[src/rtl/modexp_pkg.sv]
// Shared definitions for the modular exponentiation core: FSM state encoding
// and the default operand width.
package modexp_pkg;
  localparam int DEFAULT_WIDTH = 128;

  typedef enum logic [2:0] {
    IDLE   = 3'd0,
    LOAD   = 3'd1,
    SQUARE = 3'd2,
    MULT   = 3'd3,
    FINISH = 3'd4
  } state_t;
endpackage

[src/rtl/modexp_if.sv]
// Request/response bundle of the modular exponentiation core.
interface modexp_if #(parameter int WIDTH = modexp_pkg::DEFAULT_WIDTH);
  logic             start;
  logic [WIDTH-1:0] base;
  logic [WIDTH-1:0] exp;
  logic [WIDTH-1:0] mod;
  logic             busy;
  logic             done;
  logic [WIDTH-1:0] result;
  logic             err;

  modport master (output start, base, exp, mod, input busy, done, result, err);
  modport slave  (input start, base, exp, mod, output busy, done, result, err);
endinterface

[src/rtl/modexp_core_modmul.sv]
// Bit-serial interleaved shift-add modular multiplier: p = a*b mod m in
// exactly WIDTH+1 cycles (one load cycle, WIDTH bit steps). Requires a,b < m.
module modmul
  import modexp_pkg::*;
#(
  parameter int WIDTH = DEFAULT_WIDTH
) (
  input  logic             clk,
  input  logic             rst,
  input  logic             start,
  input  logic [WIDTH-1:0] a,
  input  logic [WIDTH-1:0] b,
  input  logic [WIDTH-1:0] m,
  output logic             done,
  output logic [WIDTH-1:0] p
);
  localparam int RW = WIDTH + 2;
  localparam int CW = $clog2(WIDTH + 1);

  logic [RW-1:0]    a_reg, m_reg, r_reg;
  logic [WIDTH-1:0] b_reg;
  logic [CW-1:0]    cnt_reg;
  logic             run_reg, done_reg;
  logic [RW-1:0]    r_dbl, r_s1, r_step;

  // 2r + a stays below 3m, so two conditional subtractions fully reduce it.
  always_comb begin
    r_dbl  = (r_reg << 1) + (b_reg[WIDTH-1] ? a_reg : '0);
    r_s1   = (r_dbl >= m_reg) ? (r_dbl - m_reg) : r_dbl;
    r_step = (r_s1 >= m_reg) ? (r_s1 - m_reg) : r_s1;
  end

  always_ff @(posedge clk or posedge rst) begin
    if (rst) begin
      a_reg    <= '0;
      m_reg    <= '0;
      r_reg    <= '0;
      b_reg    <= '0;
      cnt_reg  <= '0;
      run_reg  <= 1'b0;
      done_reg <= 1'b0;
    end else begin
      done_reg <= 1'b0;
      if (start) begin
        a_reg   <= RW'(a);
        m_reg   <= RW'(m);
        b_reg   <= b;
        r_reg   <= '0;
        cnt_reg <= CW'(WIDTH);
        run_reg <= 1'b1;
      end else if (run_reg) begin
        r_reg   <= r_step;
        b_reg   <= b_reg << 1;
        cnt_reg <= cnt_reg - CW'(1);
        if (cnt_reg == CW'(1)) begin
          run_reg  <= 1'b0;
          done_reg <= 1'b1;
        end
      end
    end
  end

  assign done = done_reg;
  assign p    = r_reg[WIDTH-1:0];
endmodule

[src/rtl/modexp_core.sv]
// Left-to-right square-and-multiply modular exponentiation (result = base^exp mod mod).
// Defining MODEXP_LZ_SKIP_EN starts from the top set bit of exp, skipping leading-zero squarings.
module modexp_core
  import modexp_pkg::*;
#(
  parameter int WIDTH = DEFAULT_WIDTH
) (
  input  logic      clk,
  input  logic      rst,
  modexp_if.slave   bus
);
  localparam int IW = $clog2(WIDTH);

  state_t           state_reg, state_next;
  logic [WIDTH-1:0] base_reg, exp_reg, mod_reg;
  logic [WIDTH-1:0] acc_reg, acc_next;
  logic [IW-1:0]    idx_reg, idx_next;
  logic             fault_reg, fault_next;
  logic [WIDTH-1:0] result_reg;
  logic             err_reg, done_reg;
  logic             mm_start, mm_done;
  logic [WIDTH-1:0] mm_a, mm_b, mm_p;

`ifdef MODEXP_LZ_SKIP_EN
  logic [IW-1:0] msb_idx;
  always_comb begin
    msb_idx = '0;
    for (int i = 0; i < WIDTH; i++)
      if (exp_reg[i]) msb_idx = IW'(i);
  end
`endif

  modmul #(.WIDTH(WIDTH)) u_modmul (
    .clk(clk), .rst(rst), .start(mm_start),
    .a(mm_a), .b(mm_b), .m(mod_reg), .done(mm_done), .p(mm_p)
  );

  // Each multiply is launched on the same edge that retires the previous one,
  // so operands come straight from the multiplier output when chaining.
  always_comb begin
    state_next = state_reg;
    acc_next   = acc_reg;
    idx_next   = idx_reg;
    fault_next = fault_reg;
    mm_start   = 1'b0;
    mm_a       = acc_reg;
    mm_b       = acc_reg;
    case (state_reg)
      IDLE: if (bus.start) state_next = LOAD;
      LOAD: begin
        if (mod_reg == '0 || base_reg >= mod_reg) begin
          acc_next = '0; fault_next = 1'b1; state_next = FINISH;
        end else if (mod_reg == WIDTH'(1)) begin
          acc_next = '0; state_next = FINISH;
        end else if (exp_reg == '0) begin
          acc_next = WIDTH'(1); state_next = FINISH;
        end else begin
`ifdef MODEXP_LZ_SKIP_EN
          acc_next = base_reg;
          if (msb_idx == '0) begin
            state_next = FINISH;
          end else begin
            idx_next = msb_idx - IW'(1);
            mm_start = 1'b1; mm_a = base_reg; mm_b = base_reg;
            state_next = SQUARE;
          end
`else
          acc_next = WIDTH'(1);
          idx_next = IW'(WIDTH - 1);
          mm_start = 1'b1; mm_a = WIDTH'(1); mm_b = WIDTH'(1);
          state_next = SQUARE;
`endif
        end
      end
      SQUARE: if (mm_done) begin
        acc_next = mm_p;
        if (exp_reg[idx_reg]) begin
          mm_start = 1'b1; mm_a = mm_p; mm_b = base_reg;
          state_next = MULT;
        end else if (idx_reg == '0) begin
          state_next = FINISH;
        end else begin
          idx_next = idx_reg - IW'(1);
          mm_start = 1'b1; mm_a = mm_p; mm_b = mm_p;
        end
      end
      MULT: if (mm_done) begin
        acc_next = mm_p;
        if (idx_reg == '0) begin
          state_next = FINISH;
        end else begin
          idx_next = idx_reg - IW'(1);
          mm_start = 1'b1; mm_a = mm_p; mm_b = mm_p;
          state_next = SQUARE;
        end
      end
      FINISH:  state_next = IDLE;
      default: state_next = IDLE;
    endcase
  end

  always_ff @(posedge clk or posedge rst) begin
    if (rst) begin
      state_reg  <= IDLE;
      base_reg   <= '0;
      exp_reg    <= '0;
      mod_reg    <= '0;
      acc_reg    <= '0;
      idx_reg    <= '0;
      fault_reg  <= 1'b0;
      result_reg <= '0;
      err_reg    <= 1'b0;
      done_reg   <= 1'b0;
    end else begin
      state_reg <= state_next;
      acc_reg   <= acc_next;
      idx_reg   <= idx_next;
      fault_reg <= fault_next;
      done_reg  <= (state_reg == FINISH);
      if (state_reg == IDLE && bus.start) begin
        base_reg  <= bus.base;
        exp_reg   <= bus.exp;
        mod_reg   <= bus.mod;
        fault_reg <= 1'b0;
        err_reg   <= 1'b0;
      end
      if (state_reg == FINISH) begin
        result_reg <= acc_reg;
        err_reg    <= fault_reg;
      end
    end
  end

  assign bus.busy   = (state_reg != IDLE);
  assign bus.done   = done_reg;
  assign bus.result = result_reg;
  assign bus.err    = err_reg;
endmodule

[src/flat_wrapper.sv]
// flat-port wrapper written by rule: the top's interface ports become plain ports
module modexp_core_flat import modexp_pkg::*;
#(
  parameter int WIDTH = DEFAULT_WIDTH
)
  (clk, rst, bus_start, bus_base, bus_exp, bus_mod, bus_busy, bus_done, bus_result, bus_err);
  modexp_if #(.WIDTH(WIDTH)) bus_i ();
  input  logic clk;
  input  logic rst;
  input wire logic [$bits(bus_i.start)-1:0] bus_start;
  input wire logic [$bits(bus_i.base)-1:0] bus_base;
  input wire logic [$bits(bus_i.exp)-1:0] bus_exp;
  input wire logic [$bits(bus_i.mod)-1:0] bus_mod;
  output wire logic [$bits(bus_i.busy)-1:0] bus_busy;
  output wire logic [$bits(bus_i.done)-1:0] bus_done;
  output wire logic [$bits(bus_i.result)-1:0] bus_result;
  output wire logic [$bits(bus_i.err)-1:0] bus_err;
  assign bus_i.start = bus_start;
  assign bus_i.base = bus_base;
  assign bus_i.exp = bus_exp;
  assign bus_i.mod = bus_mod;
  assign bus_busy = bus_i.busy;
  assign bus_done = bus_i.done;
  assign bus_result = bus_i.result;
  assign bus_err = bus_i.err;
  modexp_core #(.WIDTH(WIDTH)) u_core (.clk(clk), .rst(rst), .bus(bus_i));
endmodule
[config.mk]
export PLATFORM = sky130hd
export DESIGN_NAME = modexp_core_flat
export DESIGN_NICKNAME = d
export VERILOG_FILES = /design/src/rtl/modexp_pkg.sv /design/src/rtl/modexp_if.sv /design/src/rtl/modexp_core_modmul.sv /design/src/rtl/modexp_core.sv /design/src/flat_wrapper.sv
export SDC_FILE = /design/constraint.sdc
export NUM_CORES = 2
export LEC_CHECK = 0
export BUFFER_PORTS_ARGS = -buffer_cell sky130_fd_sc_hd__buf_2
export CAP_MARGIN = 20
export CORE_ASPECT_RATIO = 0.5
export CORE_MARGIN = 2
export CORE_UTILIZATION = 58
export CTS_BUF_LIST = sky130_fd_sc_hd__clkbuf_8
export DETAILED_ROUTE_END_ITERATION = 7
export GPL_TIMING_DRIVEN = 0
export PLACE_DENSITY = 0.78
export SLEW_MARGIN = 25
export SYNTH_ARGS = -nofsm -noshare
export SYNTH_HDL_FRONTEND = slang
export SYNTH_SLANG_ARGS = --single-unit
export TNS_END_PERCENT = 30
[constraint.sdc]
create_clock -name clk -period 38.3 [get_ports clk]
set_input_delay 3.83 -clock clk [delete_from_list [all_inputs] [get_ports clk]]
set_output_delay 3.83 -clock clk [all_outputs]
set_load 0.01 [all_outputs]
## Yosys cells after proc, flatten, opt, wreduce, memory -nomap -nowiden

Cells that the tools add are included.

| storage, ports and cells | value |
|---|---|
| register bits | 1176 |
| input port bits | 387 |
| output and inout port bits | 131 |
| word-level logic and storage cells | 122 |

| operators by class | value |
|---|---|
| $add $sub $neg | 5 |
| magnitude comparators | 4 |
| eq/ne operators | 15 |
| mux-type cells | 63 |
| reduce and logical (&&, ||, !) cells | 18 |

Operators by type and width:

| operator | count |
|---|---|
| 128-bit 2-to-1 mux | 14 |
| 128-bit one-hot mux with 3 select lines | 2 |
| 129-bit 2-to-1 mux | 3 |
| 130-bit by 128-bit >= comparator with 1-bit output | 2 |
| 128-bit logical NOT | 2 |
| 128-bit one-hot mux with 2 select lines | 1 |
| 130-bit by 128-bit adder with 130-bit output | 1 |
| 130-bit 2-to-1 mux | 1 |
| 130-bit by 128-bit subtractor with 130-bit output | 1 |
| 129-bit by 128-bit subtractor with 129-bit output | 1 |
| 128-bit by 1-bit == test with 1-bit output, second input constant | 1 |
| 128-bit >= comparator | 1 |
| 7-bit 2-to-1 mux | 7 |
| 3-bit 2-to-1 mux | 9 |
| 7-bit one-hot mux with 3 select lines | 1 |
| 1-bit 2-to-1 mux | 20 |
| 8-bit 2-to-1 mux | 2 |
| 2-bit != test, second input constant | 7 |
| 3-bit one-hot mux with 4 select lines | 1 |
| 2-bit nonzero test | 5 |
| 8-bit by 1-bit == test with 1-bit output, second input constant | 1 |
| 7-bit by 8-bit less-than comparator with 1-bit output, second input constant | 1 |
| 8-bit by 1-bit subtractor with 8-bit output, second input constant | 1 |
| 1-bit binary-select mux with 7-bit select | 1 |
| other kinds (16) | 19 |

## Longest topological paths before layout

| depth | value |
|---|---|
| depth in word-level cells | 8 |
| mapped depth | 54 |
| mapped depth without buffers | 45 |

## By module

A second synthesis with hierarchy kept.

| second synthesis, totals | value |
|---|---|
| cells, all modules | 9580 |
| area, all modules | 84335.9 sq um |

Modules (own cells, without submodules):

| module | instances | cells an instance | area each (sq um) | seq. area each (sq um) |
|---|---|---|---|---|
| modmul | 1 | 6149 | 49535.0 | 13087.6 |
| modexp_core | 1 | 3431 | 34800.9 | 16340.7 |

## Worst setup path after synthesis

OpenSTA, ideal clock, no wires.

| path | value |
|---|---|
| path type | reg-to-reg |
| start point | reg u_core.u_modmul.b_reg[127] |
| end point | reg u_core.u_modmul.r_reg[106] |
| library setup time | 0.132 ns |
| data arrival time | 10.179 ns |
| required time | 38.168 ns |
| slack | 27.989 ns |
| cell stages (with the launch flop) | 51 |
| buffers on the path | 8 |
| clock period less this slack | 10.311 ns |
| cell sequence | dfrtp_1 > clkbuf_1 > clkbuf_1 > and2_1 > ha_1 > inv_1 > fa_1 > nand2b_1 > a21oi_1 > o21ai_0 > o31ai_1 > a211oi_1 > o32a_1 > o211a_1 > o21ai_0 > a21oi_1 > xnor2_1 > ha_1 > [... 15 more ...] > fa_1 > nor2b_1 > o21ai_0 > o21ai_1 > a21oi_1 > a31oi_1 > a31oi_1 > o21ai_1 > a31oi_1 > o21a_1 > o41ai_1 > nand2b_1 > buf_2 > buf_6 > buf_8 > mux2_2 > mux2i_1 > nor2_1 |

| between the ends | value |
|---|---|
| word-level cells in the longest chain between the ends | 8 |
| elaborated cells on any way between the ends | 10 |
| classes of those cells | add/sub (3); order compare (2); mux (5) |

RTL lines:

| item | RTL line | text |
|---|---|---|
| from (decl) | modexp_core_modmul.sv:21 | `logic [WIDTH-1:0] b_reg;` |
| from (signal assigned) | modexp_core_modmul.sv:53 | `b_reg <= b_reg << 1;` |
| 128-bit 2-to-1 mux (*) | modexp_core_modmul.sv:28 | `r_dbl = (r_reg << 1) + (b_reg[WIDTH-1] ? a_reg : '0);` |
| 130-bit by 128-bit adder with 130-bit output (*) | modexp_core_modmul.sv:28 |  |
| 130-bit by 128-bit subtractor with 130-bit output / 130-bit by 128-bit >= comparator with 1-bit output (equally long branches) | modexp_core_modmul.sv:29 | `r_s1 = (r_dbl >= m_reg) ? (r_dbl - m_reg) : r_dbl;` |
| 130-bit 2-to-1 mux (*) | modexp_core_modmul.sv:29 |  |
| 129-bit by 128-bit subtractor with 129-bit output / 130-bit by 128-bit >= comparator with 1-bit output (equally long branches) | modexp_core_modmul.sv:30 | `r_step = (r_s1 >= m_reg) ? (r_s1 - m_reg) : r_s1;` |
| 129-bit 2-to-1 mux (*) | modexp_core_modmul.sv:30 |  |
| 129-bit 2-to-1 mux (*) | modexp_core_modmul.sv:51 | `end else if (run_reg) begin` |
| 129-bit 2-to-1 mux (*) | modexp_core_modmul.sv:44 | `if (start) begin` |
| to (signal assigned) | modexp_core_modmul.sv:52 | `r_reg <= r_step;` |
| to (decl) | modexp_core_modmul.sv:20 | `logic [RW-1:0] a_reg, m_reg, r_reg;` |

Mark *: on every way between the ends. The rest lies on a longest branch, timed or not. The select of a mux whose other input is x is not followed.
A chain may end at the register's enable or synchronous reset.

## Worst setup path in the final report

| path | value |
|---|---|
| start point | reg u_core.u_modmul.b_reg[127] |
| end point | reg u_core.u_modmul.r_reg[18] |

The elaborated chain is that of the path after synthesis.

==> summary.txt <==
# IOs -> 518
Layout area overhead -> 12.1%
Post-synth EDFFs -> 0
Setup crit start kind -> register
Slew Viols, Final -> 0
Critical Path RT -> 39140 ps
detailed placer's ending HPWL -> 292000 um
Pre-Repair DR Iteration Count -> 8
commonest cells after routing, fill and taps aside -> nand2_1 (1301), dfrtp_1 (1176), o21ai_0 (1026), a21oi_1 (944), buf_2 (633)
clock latency on the worst-skew pair -> 980 ps
sequential area share after synthesis -> 35.4%
Initial Utilization -> 58.3%
CTS tree -> built
clk_skew -> 113 ps
H-tree levels -> 4
first-pass GRT wire length -> 530000 um
setup TNS -> 0 ps
vias in the first global route -> 78200
initial antenna violation count -> 48
number of fill cells -> 11700
syn avg cell area -> 8.58 sq um
die area -> 146000 sq um
root buf cell -> clkbuf_8
FF-to-FF path depth -> 51
total wire length -> 373000 um
Period minus WS final -> 20350 ps
Max stage delay on crit path -> 1030 ps
Final Setup Violations -> 0
pin count of the biggest net entering global routing -> 102
ratio of final minimum period to clock period -> 53.1%
CP max-delay cell -> o21ai_1
failing checks -> design-rule violations
CTS clk-pin slew, worst paths -> 100 ps
Synth Register Bits -> 1176
Vert. Die Dim -> 272 um
RD Place Congestion -> 1.08
layout cells sized above 1 -> 15.2%
final hold slack -> 479 ps
commonest non-fill, non-tap cell in the layout -> nand2_1
fmax -> 49.1 MHz
# clock sinks -> 1176
DRT antenna net count -> 0
Netlist cell types -> 107
RSZ-0062 raised after global routing -> no
row count -> 98
DRC -> 5
Core Area -> 142000 sq um
Final Cell Area -> 93100 sq um
Slew @ Worst Pin -> 1340 ps
drt wl/cell -> 29.8 um
All-Layer GR Usage -> 49.1%
Vias -> 84200
Horiz. Die Dim -> 539 um
synthesized area -> 83000 sq um
Synth Flop Type -> dfrtp_1
Crit Path Max Fanout -> 10
Final nets -> 11300
post-cts sizing count -> 0
Remaining Overflow, GRT -> 0
Yosys top cell by area -> dfrtp_1
Setup CP Type -> register to register
syn_nets -> 10600
YS warnings -> 0
Crit Reg-Reg Endpoint -> u_core.u_modmul.r_reg[18]
Critical Path End Type -> register
Clock Tree Buf Depth -> 4
cells after synthesis -> 9682
Fin. Hold Viols -> 0
Hold Crit Depth -> 2
via density per instance -> 6.72
Hold EP -> u_core.u_modmul.m_reg[69]
max reg flops -> 129
postcts setup bufs -> 0
Synth area leaders -> dfrtp_1 (35%), ha_1 (7.7%), o21ai_0 (6.2%)
dpl cell area -> 89000 sq um
# hold bufs at CTS -> 0
Worst R2R Start -> u_core.u_modmul.b_reg[127]
area share of the largest cell type after synthesis -> 35.4%
slew margin rel. -> 9.62%
initial detailed-routing violation count -> 13200
hold_sp -> u_core.mod_reg[69]
Reg2Reg Setup Slack -> 17950 ps
maxcap violations -> 0
count of input and output buffers -> 517
TritonCTS buffer count -> 179
Hold Path Class -> register to register
worst path arrival time -> 21190 ps
outcome -> finished, violations left
asr flop ratio synth -> 100%
routing by layer:
layer / up-vias / GRT usage (%) / part of all wire [%]
met5: - / 1.05 / 0.016
met4: 8 / 22.5 / 5.6
met3: 1220 / 22.7 / 16
met2: 6183 / 64.7 / 38
met1: 40600 / 67.6 / 40
li1: 36200 / - / -
synthesized netlist by cell type (100+ instances only):
master and n:
a21o_1 258, a21oi_1 946, a22oi_1 100, and2_1 144, buf_2 113, clkbuf_1 499, dfrtp_1 1176, ha_1 514
inv_1 389, mux2_2 452, mux2i_1 236, nand2_1 1301, nand3_1 212, nand4_1 221, nor2_1 403, o21a_1 103
o21ai_0 1026, o21bai_1 107, or3_1 151, xnor2_1 227, xor2_1 148
per-stage QoR:
step / std cells / utilization [%] / setup WS, ps
after floorplan: 9682 / - / 1340
after global placement: 12100 / 61.8 / -10820
after detailed placement: 12100 / 62.5 / 19540
after CTS: 12500 / 65.2 / 19470
after global routing: 12500 / 65.3 / 18310
final: 12500 / 65.3 / 17950
how the worst max path moves through the flow:
stage                                     from                         to  slack, ps  depth (start not counted)
global route        u_core.u_modmul.b_reg[127]  u_core.u_modmul.r_reg[18]      18310                         52
CTS                 u_core.u_modmul.b_reg[127]  u_core.u_modmul.r_reg[18]      19470                         51
finish              u_core.u_modmul.b_reg[127]  u_core.u_modmul.r_reg[18]      17950                         51
global placement                           rst  u_core.u_modmul.b_reg[82]     -10820                          2
floorplan                                  rst          u_core.acc_reg[0]       1340                          1
detailed placement  u_core.u_modmul.b_reg[127]  u_core.u_modmul.r_reg[18]      19540                         51
critical path: cells and delay by family, from the launching register on:
kind,cells,cell delay [ps]
mux,1,400
xor+xnor,1,230
buf+inv,10,3520
simple gates,15,5100
compound gates,19,8570
flops,1,690
fa+ha+maj,5,1580
cell type report:
cell class	instances	area, sq um	area share, %
Clock buffer	229	3150	3.39
Multi-Input combinational cell	7445	49500	53.2
Inverter	391	1480	1.59
Tap cell	1900	2380	2.55
Sequential cell	1176	29400	31.6
Antenna cell	66	165	0.177
Clock inverter	87	694	0.746
Timing Repair Buffer	558	3440	3.69
Buffer	670	2840	3.05
cell families (layout without fill, tap and decap cells):
kind of cell	after synthesis	in the layout	synth area share (%)
AO/OA/AOI/OAI	2965	2965	21.3
AND/OR/NAND/NOR	2829	2829	15.9
flip-flops	1176	1176	35.4
buffers and inverters	1061	1935	5.11
multiplexers	759	759	10.5
adder cells (fa/ha/maj)	517	517	7.82
XOR/XNOR	375	375	3.96
other	0	66	0
Power is left out: the tool's default activity adds up to more than one toggle a clock period on the data nets, which glitch-free logic cannot reach.
